`src/rtl/fsbus_if.sv`:
```
// ---------------------------------------------------------------------------
// fsbus_if
//   Bundles the three Wishbone master ports and the shared flash/SSRAM slave
//   port that meet at fsbus_scheduler.
//
//   Master side (packed, master n in slice n):
//     m_cyc_i, m_stb_i, m_we_i, m_flash_i  [2:0]  request, strobe, write, target
//     m_adr_i [80:0]   27-bit address per master
//     m_sel_i [11:0]   4-bit byte enables per master
//     m_dat_i [95:0]   32-bit write data per master
//     m_ack_o [2:0]    per-master ack (owner only)
//     m_dat_o [31:0]   read data broadcast to all masters
//     gnt_o   [2:0]    one-hot current owner
//   Slave side:
//     s_cyc_o, s_stb_o, s_we_o, s_adr_o[26:0], s_sel_o[3:0], s_dat_o[31:0]
//     s_dat_i[31:0]    read data from the selected target
//     ssram_stb_o, flash_stb_o   strobe qualified per target
//     ssram_ack_i, flash_ack_i   per-target acks
//
//   Modport "slave" is the scheduler's view; "master" is the view of the
//   environment (masters plus targets) that drives the scheduler.
// ---------------------------------------------------------------------------
interface fsbus_if;
    logic [2:0]  m_cyc_i;
    logic [2:0]  m_stb_i;
    logic [2:0]  m_we_i;
    logic [2:0]  m_flash_i;
    logic [80:0] m_adr_i;
    logic [11:0] m_sel_i;
    logic [95:0] m_dat_i;
    logic [2:0]  m_ack_o;
    logic [31:0] m_dat_o;
    logic [2:0]  gnt_o;

    logic        s_cyc_o;
    logic        s_stb_o;
    logic        s_we_o;
    logic [26:0] s_adr_o;
    logic [3:0]  s_sel_o;
    logic [31:0] s_dat_o;
    logic [31:0] s_dat_i;
    logic        ssram_stb_o;
    logic        flash_stb_o;
    logic        ssram_ack_i;
    logic        flash_ack_i;

    modport slave (
        input  m_cyc_i, m_stb_i, m_we_i, m_flash_i, m_adr_i, m_sel_i, m_dat_i,
        input  s_dat_i, ssram_ack_i, flash_ack_i,
        output m_ack_o, m_dat_o, gnt_o,
        output s_cyc_o, s_stb_o, s_we_o, s_adr_o, s_sel_o, s_dat_o,
        output ssram_stb_o, flash_stb_o
    );

    modport master (
        output m_cyc_i, m_stb_i, m_we_i, m_flash_i, m_adr_i, m_sel_i, m_dat_i,
        output s_dat_i, ssram_ack_i, flash_ack_i,
        input  m_ack_o, m_dat_o, gnt_o,
        input  s_cyc_o, s_stb_o, s_we_o, s_adr_o, s_sel_o, s_dat_o,
        input  ssram_stb_o, flash_stb_o
    );
endinterface

```
`src/rtl/fsbus_scheduler.sv`:
```
// ---------------------------------------------------------------------------
// fsbus_scheduler
//   Arbitrates three Wishbone masters (m0 = VGA, m1 = CPU, m2 = DMA) onto the
//   shared flash/SSRAM bus. m0 has fixed priority, m1/m2 share round-robin.
//   An owner that is being contended for may collect at most MAX_BURST acks
//   before it is forced off, and every ownership change passes through one
//   dead TURN cycle so the SSRAM and flash data drivers never overlap.
//
//   Ports:
//     sysclock   system clock, rising edge
//     rst_i      asynchronous active-high reset
//     bus        fsbus_if.slave (master ports, slave port, target strobes/acks)
//   Parameter:
//     MAX_BURST  acks per contended tenure, 1..255
// ---------------------------------------------------------------------------
module fsbus_scheduler #(
    parameter int unsigned MAX_BURST = 8
) (
    input  logic    sysclock,
    input  logic    rst_i,
    fsbus_if.slave  bus
);

    typedef enum logic [1:0] {
        ST_IDLE  = 2'd0,
        ST_GRANT = 2'd1,
        ST_TURN  = 2'd2
    } state_e;

    // The ack that takes the count to MAX_BURST is the last one delivered.
    localparam logic [7:0] HOLD_LAST = 8'(MAX_BURST - 1);
    localparam logic [7:0] HOLD_MAX  = 8'(MAX_BURST);

    state_e      state_q, state_d;
    logic [2:0]  gnt_q, gnt_d;
    logic        rr_q, rr_d;          // 0 favours m1, 1 favours m2
    logic        tgt_q, tgt_d;        // 1 = flash, latched at grant
    logic [7:0]  hold_cnt_q, hold_cnt_d;

    logic [2:0]  req;
    logic [2:0]  win;
    logic        others_req;
    logic        owner_drop;
    logic        owner_ack;
    logic        limit_hit;

    logic        stb;
    logic        we;
    logic [26:0] adr;
    logic [3:0]  sel;
    logic [31:0] dat;

    assign req        = bus.m_cyc_i;
    assign others_req = |(req & ~gnt_q);
    assign owner_drop = ~|(req & gnt_q);
    assign owner_ack  = (tgt_q ? bus.flash_ack_i : bus.ssram_ack_i) && (state_q == ST_GRANT);
    assign limit_hit  = owner_ack && others_req && (hold_cnt_q >= HOLD_LAST);

    // Winner among current requesters; only consumed in IDLE and TURN.
    // NOTE: every combinational output gets a default first so no path
    // leaves it unassigned and infers a latch.
    always_comb begin
        win = 3'b000;
        if (req[0]) begin
            win = 3'b001;
        end else if (req[1] && req[2]) begin
            win = rr_q ? 3'b100 : 3'b010;
        end else if (req[1]) begin
            win = 3'b010;
        end else if (req[2]) begin
            win = 3'b100;
        end
    end

    // State register (also holds grant, round-robin, target and hold count).
    // NOTE: non-blocking assignments keep every flop sampling pre-edge values.
    always_ff @(posedge sysclock or posedge rst_i) begin
        if (rst_i) begin
            state_q    <= ST_IDLE;
            gnt_q      <= 3'b000;
            rr_q       <= 1'b0;
            tgt_q      <= 1'b0;
            hold_cnt_q <= 8'd0;
        end else begin
            state_q    <= state_d;
            gnt_q      <= gnt_d;
            rr_q       <= rr_d;
            tgt_q      <= tgt_d;
            hold_cnt_q <= hold_cnt_d;
        end
    end

    // Next-state logic.
    always_comb begin
        state_d    = state_q;
        gnt_d      = gnt_q;
        rr_d       = rr_q;
        tgt_d      = tgt_q;
        hold_cnt_d = hold_cnt_q;

        case (state_q)
            ST_IDLE, ST_TURN: begin
                if (|win) begin
                    state_d    = ST_GRANT;
                    gnt_d      = win;
                    hold_cnt_d = 8'd0;
                    tgt_d      = |(win & bus.m_flash_i);
                    // Point round-robin at the master that did not win.
                    if (win[1]) begin
                        rr_d = 1'b1;
                    end else if (win[2]) begin
                        rr_d = 1'b0;
                    end
                end else begin
                    state_d = ST_IDLE;
                    gnt_d   = 3'b000;
                end
            end

            ST_GRANT: begin
                // Only contended tenures are metered; a lone owner holds freely.
                if (owner_ack && others_req && (hold_cnt_q < HOLD_MAX)) begin
                    hold_cnt_d = hold_cnt_q + 8'd1;
                end
                if (owner_drop || limit_hit) begin
                    state_d = ST_TURN;
                    gnt_d   = 3'b000;
                end
            end

            default: begin
                state_d = ST_IDLE;
                gnt_d   = 3'b000;
            end
        endcase
    end

    // Output logic: owner mux onto the slave port, target qualification, acks.
    always_comb begin
        stb = 1'b0;
        we  = 1'b0;
        adr = '0;
        sel = '0;
        dat = '0;
        if (state_q == ST_GRANT) begin
            for (int i = 0; i < 3; i++) begin
                if (gnt_q[i]) begin
                    stb = bus.m_stb_i[i];
                    we  = bus.m_we_i[i];
                    adr = bus.m_adr_i[27*i +: 27];
                    sel = bus.m_sel_i[4*i +: 4];
                    dat = bus.m_dat_i[32*i +: 32];
                end
            end
        end

        bus.gnt_o       = gnt_q;
        bus.s_cyc_o     = (state_q == ST_GRANT);
        bus.s_stb_o     = stb;
        bus.s_we_o      = we;
        bus.s_adr_o     = adr;
        bus.s_sel_o     = sel;
        bus.s_dat_o     = dat;
        bus.ssram_stb_o = stb & ~tgt_q;
        bus.flash_stb_o = stb & tgt_q;
        bus.m_ack_o     = gnt_q & {3{owner_ack}};
        bus.m_dat_o     = bus.s_dat_i;
    end

endmodule
```
`src/flat_wrapper.sv`:
```
// flat-port wrapper written by rule: the top's interface ports become plain ports
module fsbus_scheduler_flat 
#(
    parameter int unsigned MAX_BURST = 8
)
  (sysclock, rst_i, bus_m_cyc_i, bus_m_stb_i, bus_m_we_i, bus_m_flash_i, bus_m_adr_i, bus_m_sel_i, bus_m_dat_i, bus_s_dat_i, bus_ssram_ack_i, bus_flash_ack_i, bus_m_ack_o, bus_m_dat_o, bus_gnt_o, bus_s_cyc_o, bus_s_stb_o, bus_s_we_o, bus_s_adr_o, bus_s_sel_o, bus_s_dat_o, bus_ssram_stb_o, bus_flash_stb_o);
  fsbus_if bus_i ();
  input  logic sysclock;
  input  logic rst_i;
  input wire logic [$bits(bus_i.m_cyc_i)-1:0] bus_m_cyc_i;
  input wire logic [$bits(bus_i.m_stb_i)-1:0] bus_m_stb_i;
  input wire logic [$bits(bus_i.m_we_i)-1:0] bus_m_we_i;
  input wire logic [$bits(bus_i.m_flash_i)-1:0] bus_m_flash_i;
  input wire logic [$bits(bus_i.m_adr_i)-1:0] bus_m_adr_i;
  input wire logic [$bits(bus_i.m_sel_i)-1:0] bus_m_sel_i;
  input wire logic [$bits(bus_i.m_dat_i)-1:0] bus_m_dat_i;
  input wire logic [$bits(bus_i.s_dat_i)-1:0] bus_s_dat_i;
  input wire logic [$bits(bus_i.ssram_ack_i)-1:0] bus_ssram_ack_i;
  input wire logic [$bits(bus_i.flash_ack_i)-1:0] bus_flash_ack_i;
  output wire logic [$bits(bus_i.m_ack_o)-1:0] bus_m_ack_o;
  output wire logic [$bits(bus_i.m_dat_o)-1:0] bus_m_dat_o;
  output wire logic [$bits(bus_i.gnt_o)-1:0] bus_gnt_o;
  output wire logic [$bits(bus_i.s_cyc_o)-1:0] bus_s_cyc_o;
  output wire logic [$bits(bus_i.s_stb_o)-1:0] bus_s_stb_o;
  output wire logic [$bits(bus_i.s_we_o)-1:0] bus_s_we_o;
  output wire logic [$bits(bus_i.s_adr_o)-1:0] bus_s_adr_o;
  output wire logic [$bits(bus_i.s_sel_o)-1:0] bus_s_sel_o;
  output wire logic [$bits(bus_i.s_dat_o)-1:0] bus_s_dat_o;
  output wire logic [$bits(bus_i.ssram_stb_o)-1:0] bus_ssram_stb_o;
  output wire logic [$bits(bus_i.flash_stb_o)-1:0] bus_flash_stb_o;
  assign bus_i.m_cyc_i = bus_m_cyc_i;
  assign bus_i.m_stb_i = bus_m_stb_i;
  assign bus_i.m_we_i = bus_m_we_i;
  assign bus_i.m_flash_i = bus_m_flash_i;
  assign bus_i.m_adr_i = bus_m_adr_i;
  assign bus_i.m_sel_i = bus_m_sel_i;
  assign bus_i.m_dat_i = bus_m_dat_i;
  assign bus_i.s_dat_i = bus_s_dat_i;
  assign bus_i.ssram_ack_i = bus_ssram_ack_i;
  assign bus_i.flash_ack_i = bus_flash_ack_i;
  assign bus_m_ack_o = bus_i.m_ack_o;
  assign bus_m_dat_o = bus_i.m_dat_o;
  assign bus_gnt_o = bus_i.gnt_o;
  assign bus_s_cyc_o = bus_i.s_cyc_o;
  assign bus_s_stb_o = bus_i.s_stb_o;
  assign bus_s_we_o = bus_i.s_we_o;
  assign bus_s_adr_o = bus_i.s_adr_o;
  assign bus_s_sel_o = bus_i.s_sel_o;
  assign bus_s_dat_o = bus_i.s_dat_o;
  assign bus_ssram_stb_o = bus_i.ssram_stb_o;
  assign bus_flash_stb_o = bus_i.flash_stb_o;
  fsbus_scheduler #(.MAX_BURST(MAX_BURST)) u_core (.sysclock(sysclock), .rst_i(rst_i), .bus(bus_i));
endmodule
```
`config.mk`:
```
export PLATFORM = sky130hd
export DESIGN_NAME = fsbus_scheduler_flat
export DESIGN_NICKNAME = d
export VERILOG_FILES = /design/src/rtl/fsbus_if.sv /design/src/rtl/fsbus_scheduler.sv /design/src/flat_wrapper.sv
export SDC_FILE = /design/constraint.sdc
export NUM_CORES = 1
export LEC_CHECK = 0
export BUFFER_PORTS_ARGS = -buffer_cell sky130_fd_sc_hd__clkbuf_2
export CAP_MARGIN = 20
export CORE_AREA = 5 5 129 131
export CTS_CLUSTER_SIZE = 25
export DETAILED_ROUTE_END_ITERATION = 12
export DIE_AREA = 0 0 134 136
export MAX_ROUTING_LAYER = met4
export PLACE_DENSITY_LB_ADDON = 0.2
export RECOVER_POWER = 25
export SLEW_MARGIN = 20
export SYNTH_ARGS = -nofsm -noshare
export SYNTH_HDL_FRONTEND = slang
export SYNTH_SLANG_ARGS = --single-unit
```
`constraint.sdc`:
```
create_clock -name sysclock -period 2 [get_ports sysclock]
set_clock_uncertainty 0.2 [all_clocks]
set_input_delay 0.4 -clock sysclock [delete_from_list [all_inputs] [get_ports sysclock]]
set_output_delay 0.4 -clock sysclock [all_outputs]
set_load 0.02 [all_outputs]
```
-- Word-level counts from Yosys, hierarchy flattened
Cells that the tools add are included.
- bits in registers: 15
- bits in latches: 0
- memory bits (writable): 0
- ROM bits: 0
- bits of input ports: 237
- output and inout bits: 106
- logic and storage cells: 76
- memories: 0
- add/sub/neg operators: 1
- multiply operators: 0
- divide/modulo/power cells: 0
- magnitude comparators: 2
- equal/unequal tests: 5
- shifts and indexed selects: 0
- multiplexer cells: 37
- bitwise logic cells: 8
- reductions and logical operators: 18
- operator list (operator ; number):
    32-bit two-way mux ; 4
    27-bit two-way mux ; 4
    3-bit two-way mux ; 7
    4-bit two-way mux ; 4
    8-bit two-way mux ; 2
    8-bit one-hot mux with 2 select lines ; 1
    3-bit bitwise AND ; 4
    1-bit two-way mux ; 12
    3-bit OR reduction ; 4
    8-bit by 1-bit adder with 8-bit output (second input constant) ; 1
    8-bit by 3-bit >= comparator with 1-bit output (second input constant) ; 1
    8-bit by 4-bit < comparator with 1-bit output (second input constant) ; 1
    2-bit by 1-bit inequality test with 1-bit output (second input constant) ; 3
    3-bit one-hot mux with 2 select lines ; 1
    3-bit AND reduction ; 2
    1-bit logical AND ; 5
    2-bit one-hot mux with 2 select lines ; 1
    2-bit nonzero test ; 2
    3-bit NOT ; 1
    1-bit bitwise AND ; 2
    2-bit by 1-bit == test with 1-bit output (second input constant) ; 1
    2-bit == test (second input constant) ; 1
    2-bit logical NOT ; 1
    2-bit two-way mux ; 1
    other kinds (5) ; 5

-- Logic depth before layout (Yosys ltp)
Gate-level depths: netlist (run 1).
- depth in word-level cells: 8
- mapped depth: 5
- mapped depth without buffers: 4

-- Worst setup path before layout (run 1)
OpenSTA, ideal clock, no wires.
- path type: register to output
- start point: register u_core.gnt_q[0], in the netlist u_core.bus.gnt_o[0]
- end point: output bus_s_dat_o[22]
- arrival time: 1.807 ns
- data required time: 1.400 ns
- path slack: -0.407 ns
- cell stages (with the launch flop): 6
- buffers on the path: 2
- path through: dfrtp_1 nor2b_1 clkbuf_1 clkbuf_1 a221oi_1 nor3_1
- word-level cells in the longest chain between the ends: 4
- RTL lines (element ; RTL line ; RTL):
    from (decl) ; fsbus_scheduler.sv:35 ; logic [2:0] gnt_q, gnt_d;
    from (signal assigned) ; fsbus_scheduler.sv:86 ; gnt_q <= gnt_d;
    32-bit two-way mux (3 in a row) ; fsbus_scheduler.sv:147 ; if (gnt_q[i]) begin
    32-bit two-way mux ; fsbus_scheduler.sv:145 ; if (state_q == ST_GRANT) begin
    to (decl) ; flat_wrapper.sv:28 ; output wire logic [$bits(bus_i.s_dat_o)-1:0] bus_s_dat_o;
Every way passes these cells.

-- Worst setup path after layout (run 1)
- start point: register u_core.gnt_q[0], in the netlist u_core.bus.gnt_o[0]
- end point: output bus_s_adr_o[14]
- word-level cells in the longest chain between the ends: 4
- RTL lines (element ; RTL line ; RTL):
    27-bit two-way mux (3 in a row) ; fsbus_scheduler.sv:147 ;
    27-bit two-way mux ; fsbus_scheduler.sv:145 ;
    to (decl) ; flat_wrapper.sv:26 ; output wire logic [$bits(bus_i.s_adr_o)-1:0] bus_s_adr_o;
Every way passes these cells.

==> reports/metrics.csv, run 1 <==
metric,value,unit
gp_congestion,0.856,
via_count,3710,
setup_viol,68,
cts_inserted_buffers,3,
power_density,1090,mW/mm²
clock-sinks,15,
port_buffers,278,
switching_power,0.00314,W
die-area,0.0182,mm²
tightest_slew,0.585,ns
worst_ep_arrival_time,1.70,ns
area_growth,158,%
synth_nets,577,
via_per_inst,4.67,
setup_tns,-15.93,ns
ys_top_cells_by_count,"nor3_1 (69), nor2_1 (67), a221oi_1 (65)",
drtAntennaViolNets,0,
pwr-share-clk,6.2,%
endpoint_kind,output port,
r2r_setup_slack,-0.01,ns
setup_ws,-0.300,ns
ys_seq_area_share,16.7,%
hold_viol_final,15,
rr_worst_depth,4,
place_inst,774,
crit_path_cell_trace,"nor2b_4, buf_12, buf_12, buf_8, a221oi_2, nor3_2, clkbuf_4",
regToRegEndpoint,u_core.state_q[1]$_DFFE_PP0P_,
outcome,finished with violations,
syn_avg_cell_area,6.63,µm²
wirelength,15200,µm
vdd_drop_max,0.788,mV
ys_warn_count,0,
synth_ff_type,dfrtp_1,
ys_ff_latch,15,
crit_path_top_delay_cell,dfrtp_2,
rsz0062_at_grt,yes,
nets,841,
die_h,136,µm
clock_latency,0.25,ns
slowest_delay,0.40,ns
grt_pass1_wl,22500,µm
synth_top_area_share,25.3,%
crit_buf_inv,4,
cp_top_family,buffers and inverters,
cts_buffer_depth,2,
path_clk_slew,0.05,ns
netlist.top_cell.by_area,a221oi_1,
drv_cap,0,
io_pins,343,
htree_levels,1,
slew_viol_final,0,
yosys-top-cells-area,"a221oi_1 (25%), dfrtp_1 (17%), nor3_1 (15%), nor2_1 (11%), buf_4 (11%)",
rows,46,
cp_common_cell,buf_12,
holdWs,-0.00891,ns
track_usage,15.8,%
antenna_found_initial,1,
seqPwrFrac,7.2,%
dr.pass1.iters,4,
pwr-share-comb,86.5,%
rr_startpoint,u_core.hold_cnt_q[4]$_DFFE_PP0P_,
setup.worst_path.class,flip-flop to output port,
cts_tree,done,
worstSetupStartpointType,flip-flop,
switching_share,49.7,%
p_leak,2.56,nW
instances_no_fill,795,
synth-async-reset-ratio,100,%
overflow,0,
fin_crit_sh,115,%
drive_gt1_share,79.1,%
synth_edf_count,0,
timing.slew.headroom,61.0,%
post-route-drc-count,0,
start_util,14.5,%
drt-initial-drc-count,93,
cts_root_buf,clkbuf_16,
die_w,134,µm
grt_pass1_vias,3965,
syn_area,0.00225,mm²
cp_max_fo,11,
grt_max_degree,36,
synth.most_common_cell,nor3_1,
placed_area,0.00443,mm²
synth_cells,339,
period_needed,2.30,ns
critPathRequiredTime,1.40,ns
hold_path.class,input port to asynchronous set/reset pin,
violations,"negative hold slack, negative setup slack",
synth_cell_types,27,
core,0.0155,mm²
wl_per_cell,19.1,µm
clock.fmax,0.435,GHz
power.internal,0.00318,W
design_area,0.00580,mm²
dpl.hpwl,11400,µm
[timing repair]
action	in CTS	in global routing
resized for setup	126	96
hold buffers	0	0
gates cloned	5	2
setup buffers	9	2
pin swaps	9	13
endpoints found under the setup margin	76	79
[sequential cells by signal, indices dropped and copies added, names as in the netlist]
register           flops
u_core.state_q         2
u_core.tgt_q           1
u_core.rr_q            1
u_core.hold_cnt_q      8
u_core.bus.gnt_o       3
[layout by cell type, fill, tap and decap left out, types with 5 or more instances in the layout]
cell type	Yosys	routed
nor2_1	67	67
a221oi_2	0	33
buf_12	0	12
a221oi_4	0	29
clkbuf_16	0	5
clkbuf_2	0	220
buf_4	32	37
nor3_2	0	39
dfrtp_1	15	10
buf_2	0	14
buf_6	0	22
clkbuf_8	0	7
clkbuf_4	0	7
nor3_4	0	26
dfrtp_2	0	5
and2_1	6	6
nand2_1	10	10
[routing by layer]
metal | GRT usage [%] | part of all wire (%) | vias up
met5 | - | 0 | -
met4 | 2.34 | 1.4 | 0
met3 | 2.63 | 6.4 | 23
met2 | 29.3 | 55 | 160
met1 | 18.2 | 38 | 1745
li1 | - | - | 1782
[worst register-to-register path: cells and delay by family, from the launching register on]
kind	cells	cell delay, ns
AO/OA/AOI/OAI	2	0.62
flip-flops	1	0.37
AND/OR/NAND/NOR	2	0.71
[area by class of cell]
class / count / area (µm²)
Fill cell: 1581 / 9690
Multi-Input combinational cell: 249 / 2750
Timing Repair Buffer: 328 / 2310
Sequential cell: 15 / 382
Tap cell: 192 / 240
Clock buffer: 3 / 75.1
Inverter: 6 / 31.3
Clock inverter: 1 / 5.00
Antenna cell: 1 / 2.50
[metrics by stage]
step           setup slack, ns  util, %  total power (W)  hold WS (ns)
2_1_floorplan           -0.151        -          0.00314         0.101
3_3_place_gp           -0.0753     28.6          0.00437         0.266
3_5_place_dp           -0.0813     28.6          0.00441         0.268
4_1_cts                 -0.311     35.6          0.00602        0.0188
5_1_grt                 -0.363     37.4          0.00669        0.0589
6_report                -0.300     37.4          0.00632      -0.00891
[kinds of logic (layout without fill, tap and decap cells)]
kind of cell / after synthesis / in the layout / share of synthesized area [%]
and+or+nand+nor: 169 / 169 / 34.5
buffers and inverters: 75 / 338 / 17.9
DFF: 15 / 15 / 16.7
other: 0 / 1 / 0
adders and majority gates: 1 / 1 / 0.557
AOI/OAI and AO/OA: 75 / 75 / 28.5
muxes: 4 / 4 / 1.78
[power by group through the flow]
stage	Sequential (W)	Clock [W]	Combinational, W
2_1_floorplan	0.000438	0	0.00270
3_3_place_gp	0.000439	0	0.00394
3_5_place_dp	0.000442	0	0.00397
4_1_cts	0.000452	0.000398	0.00517
5_1_grt	0.000466	0.000409	0.00582
6_report	0.000457	0.000393	0.00547
[worst max path at each step]
stage,start,to,slack [ns],depth (start not counted)
floorplan,u_core.state_q[1]$_DFFE_PP0P_,bus_ssram_stb_o,-0.15,4
global placement,u_core.bus.gnt_o[1]$_DFFE_PP0P_,bus_s_adr_o[26],-0.08,6
finish,u_core.bus.gnt_o[0]$_DFFE_PP0P_,bus_s_adr_o[14],-0.30,7
detailed placement,u_core.bus.gnt_o[1]$_DFFE_PP0P_,bus_s_adr_o[26],-0.08,6
CTS,u_core.bus.gnt_o[0]$_DFFE_PP0P_,bus_s_dat_o[21],-0.31,7
global route,u_core.bus.gnt_o[1]$_DFFE_PP0P_,bus_s_adr_o[26],-0.36,7
(Power assumes the default switching activity.)
==> run 2, diff against run 1 <==
- CORE_AREA: 5 5 129 131 -> 5 5 130 132
- DIE_AREA: 0 0 134 136 -> 0 0 135 137
- clock period: 2 -> 2.2 ns (I/O delays scaled with it)
==> run 2 against run 1 <==
The run ends with negative setup slack left. Sequential power decreased by 12%. First-iteration DRC count up 57%. Cell area shrank 13%. Hold slack better by 0.051 ns. Count of clock-buffer cells in the layout increased by 1. Final cell count up 0.38%. Core utilization shrank 5.2 points. Global-route usage fell by 2.7 points. Combinational power shrank 27%. Flip-flop and latch count unchanged. Critical path depth is 1 lower. Highest routed layer unchanged.
==> reports/metrics.csv, run 2 (same netlist as run 1, synthesis figures left out) <==
metric,value,unit,change
outcome,finished with violations,,
violations,negative setup slack,,
antenna_cells,0,,-1
ctsHoldBuffers,0,,unchanged
layout_commonest_cell,clkbuf_2,,
worstSetupStartpointType,flip-flop,,
hold_viol_final,0,,-15
drt-initial-drc-count,146,,+57%
worst_ep_arrival_time,1.63,ns,-0.07 ns
wl_per_cell,18.9,µm,-0.99%
setup_viol,45,,-34%
cts_tree,done,,
via_count,3706,,-0.11%
rows,46,,unchanged
grt_pass1_wl,19300,µm,-14%
setup.worst_path.class,flip-flop to output port,,
track_usage,13.1,%,-2.7 points
drv_cap,0,,unchanged
drtAntennaViolNets,0,,unchanged
setup_ws,-0.0749,ns,+0.225 ns
largest-register,u_core.hold_cnt_q,,
wirelength,15100,µm,-0.62%
drive_gt1_share,75.1,%,-4.0 points
htree_levels,1,,unchanged
power_density,944,mW/mm²,-13%
cts_buffer_depth,2,,unchanged
core,0.0156,mm²,+0.74%
die_h,137,µm,+0.74%
p_leak,2.37,nW,-7.5%
tightest_slew,0.600,ns,+0.0152 ns
via_per_inst,4.64,,-0.48%
port_buffers,278,,unchanged
rr_startpoint,u_core.bus.gnt_o[1]$_DFFE_PP0P_,,
dpl.hpwl,11000,µm,-3.2%
fin_crit_sh,103,%,
post-route-drc-count,0,,unchanged
r2r_setup_slack,0.14,ns,+0.15 ns
holdWs,0.0417,ns,+0.0506 ns
vdd_drop_max,0.411,mV,-48%
clock-sinks,15,,unchanged
rsz0062_at_grt,yes,,
start_util,14.4,%,-0.11 points
fill_cells,1643,,+3.9%
grt_max_degree,40,,+11%
antenna_found_initial,0,,-1
instances_no_fill,798,,+0.38%
placed_area,0.00407,mm²,-7.9%
design_area,0.00502,mm²,-13%
period_needed,2.27,ns,
rr_worst_depth,6,,+2
largest_register_ff_count,8,,unchanged
die_w,135,µm,+0.75%
critPathRequiredTime,1.56,ns,+0.16 ns
gp_congestion,0.832,,-2.8%
area_growth,124,%,
endpoint_kind,output port,,
clock_latency,0.24,ns,about the same
grt_pass1_vias,3664,,-7.6%
most-common-layout-cells,"clkbuf_2 (220), nor2_1 (67), nor3_2 (64)",,
cp_max_fo,10,,-1
path_clk_slew,0.05,ns,about the same
clock.fmax,0.440,GHz,
nets,821,,-2.4%
cts_root_buf,clkbuf_16,,
dr.pass1.iters,4,,unchanged
hold_path.class,input port to asynchronous set/reset pin,,
die-area,0.0185,mm²,+1.5%
timing.slew.headroom,59.9,%,-1.0 points
regToRegEndpoint,u_core.hold_cnt_q[1]$_DFFE_PP0P_,,
cts_inserted_buffers,3,,unchanged
overflow,0,,unchanged
place_inst,779,,+0.65%
io_pins,343,,unchanged
slew_viol_final,0,,unchanged
## run 2: cell types whose count changed in the layout (fill, tap and decap cells not counted), moves of 7 or more
| cell | previous run | this run |
|---|---|---|
| buf_4 | 37 | 61 |
| buf_6 | 22 | 3 |
| clkbuf_8 | 7 | 0 |
| a221oi_2 | 33 | 48 |
| nor3_4 | 26 | 0 |
| a221oi_4 | 29 | 8 |
| buf_2 | 14 | 5 |
| clkbuf_4 | 7 | 0 |
| nor3_2 | 39 | 64 |
## run 2: timing repair
item                       in CTS  in global routing
cloned                          0                  9
pin swaps                       0                  6
gates resized for setup        29                156
setup endpoints to repair      54                 65
setup buffers                   0                  6
## run 2: how the worst max path moves through the flow
stage / startpoint / to / slack [ns] / depth (start not counted)
3_3_place_gp: u_core.bus.gnt_o[1]$_DFFE_PP0P_ / bus_s_adr_o[22] / 0.05 / 5
6_report: u_core.bus.gnt_o[0]$_DFFE_PP0P_ / bus_s_dat_o[14] / -0.07 / 6
2_1_floorplan: u_core.bus.gnt_o[0]$_DFFE_PP0P_ / bus_flash_stb_o / -0.04 / 4
3_5_place_dp: u_core.bus.gnt_o[1]$_DFFE_PP0P_ / bus_s_adr_o[22] / 0.02 / 5
5_1_grt: u_core.bus.gnt_o[1]$_DFFE_PP0P_ / bus_s_we_o / -0.12 / 6
4_1_cts: u_core.bus.gnt_o[1]$_DFFE_PP0P_ / bus_s_dat_o[1] / -0.09 / 5
## run 2: power breakdown
group	internal (W)	switching, W
registers	0.000336	0.0000662
logic	0.00173	0.00226
clock network	0.000245	0.000107
total	0.00231	0.00243
## run 2: worst max-delay path: stages (launching register included)
cell,delay (ns)
dfrtp_1,0.37
nor2b_4,0.15
buf_12,0.15
clkbuf_16,0.18
a221oi_1,0.31
nor3_2,0.06
buf_4,0.16
## run 2: metrics by stage
step	setup TNS (ns)	power, W	setup WS [ns]	util, %
4_1_cts	-2.73	0.00399	-0.0858	27.7
5_1_grt	-4.75	0.00502	-0.122	32.2
3_3_place_gp	0	0.00346	0.0488	26.1
2_1_floorplan	-0.103	0.00245	-0.0361	-
3_5_place_dp	0	0.00348	0.0233	26.1
6_report	-1.08	0.00474	-0.0749	32.2
## run 2: layer usage
metal	track usage, %	vias up	wire length, µm
met2	24.4	217	7800
met1	15.0	1732	5860
met4	2.02	0	131
met3	2.21	13	1300
li1	-	1744	-
met5	-	-	0
## run 2: final cells by class
| type | count | area, µm² | area share (%) |
|---|---|---|---|
| Sequential cell | 15 | 378 | 7.52 |
| Multi-Input combinational cell | 249 | 2240 | 44.7 |
| Inverter | 6 | 22.5 | 0.448 |
| Timing Repair Buffer | 308 | 2030 | 40.4 |
| Tap cell | 216 | 270 | 5.38 |
| Clock buffer | 4 | 78.8 | 1.57 |
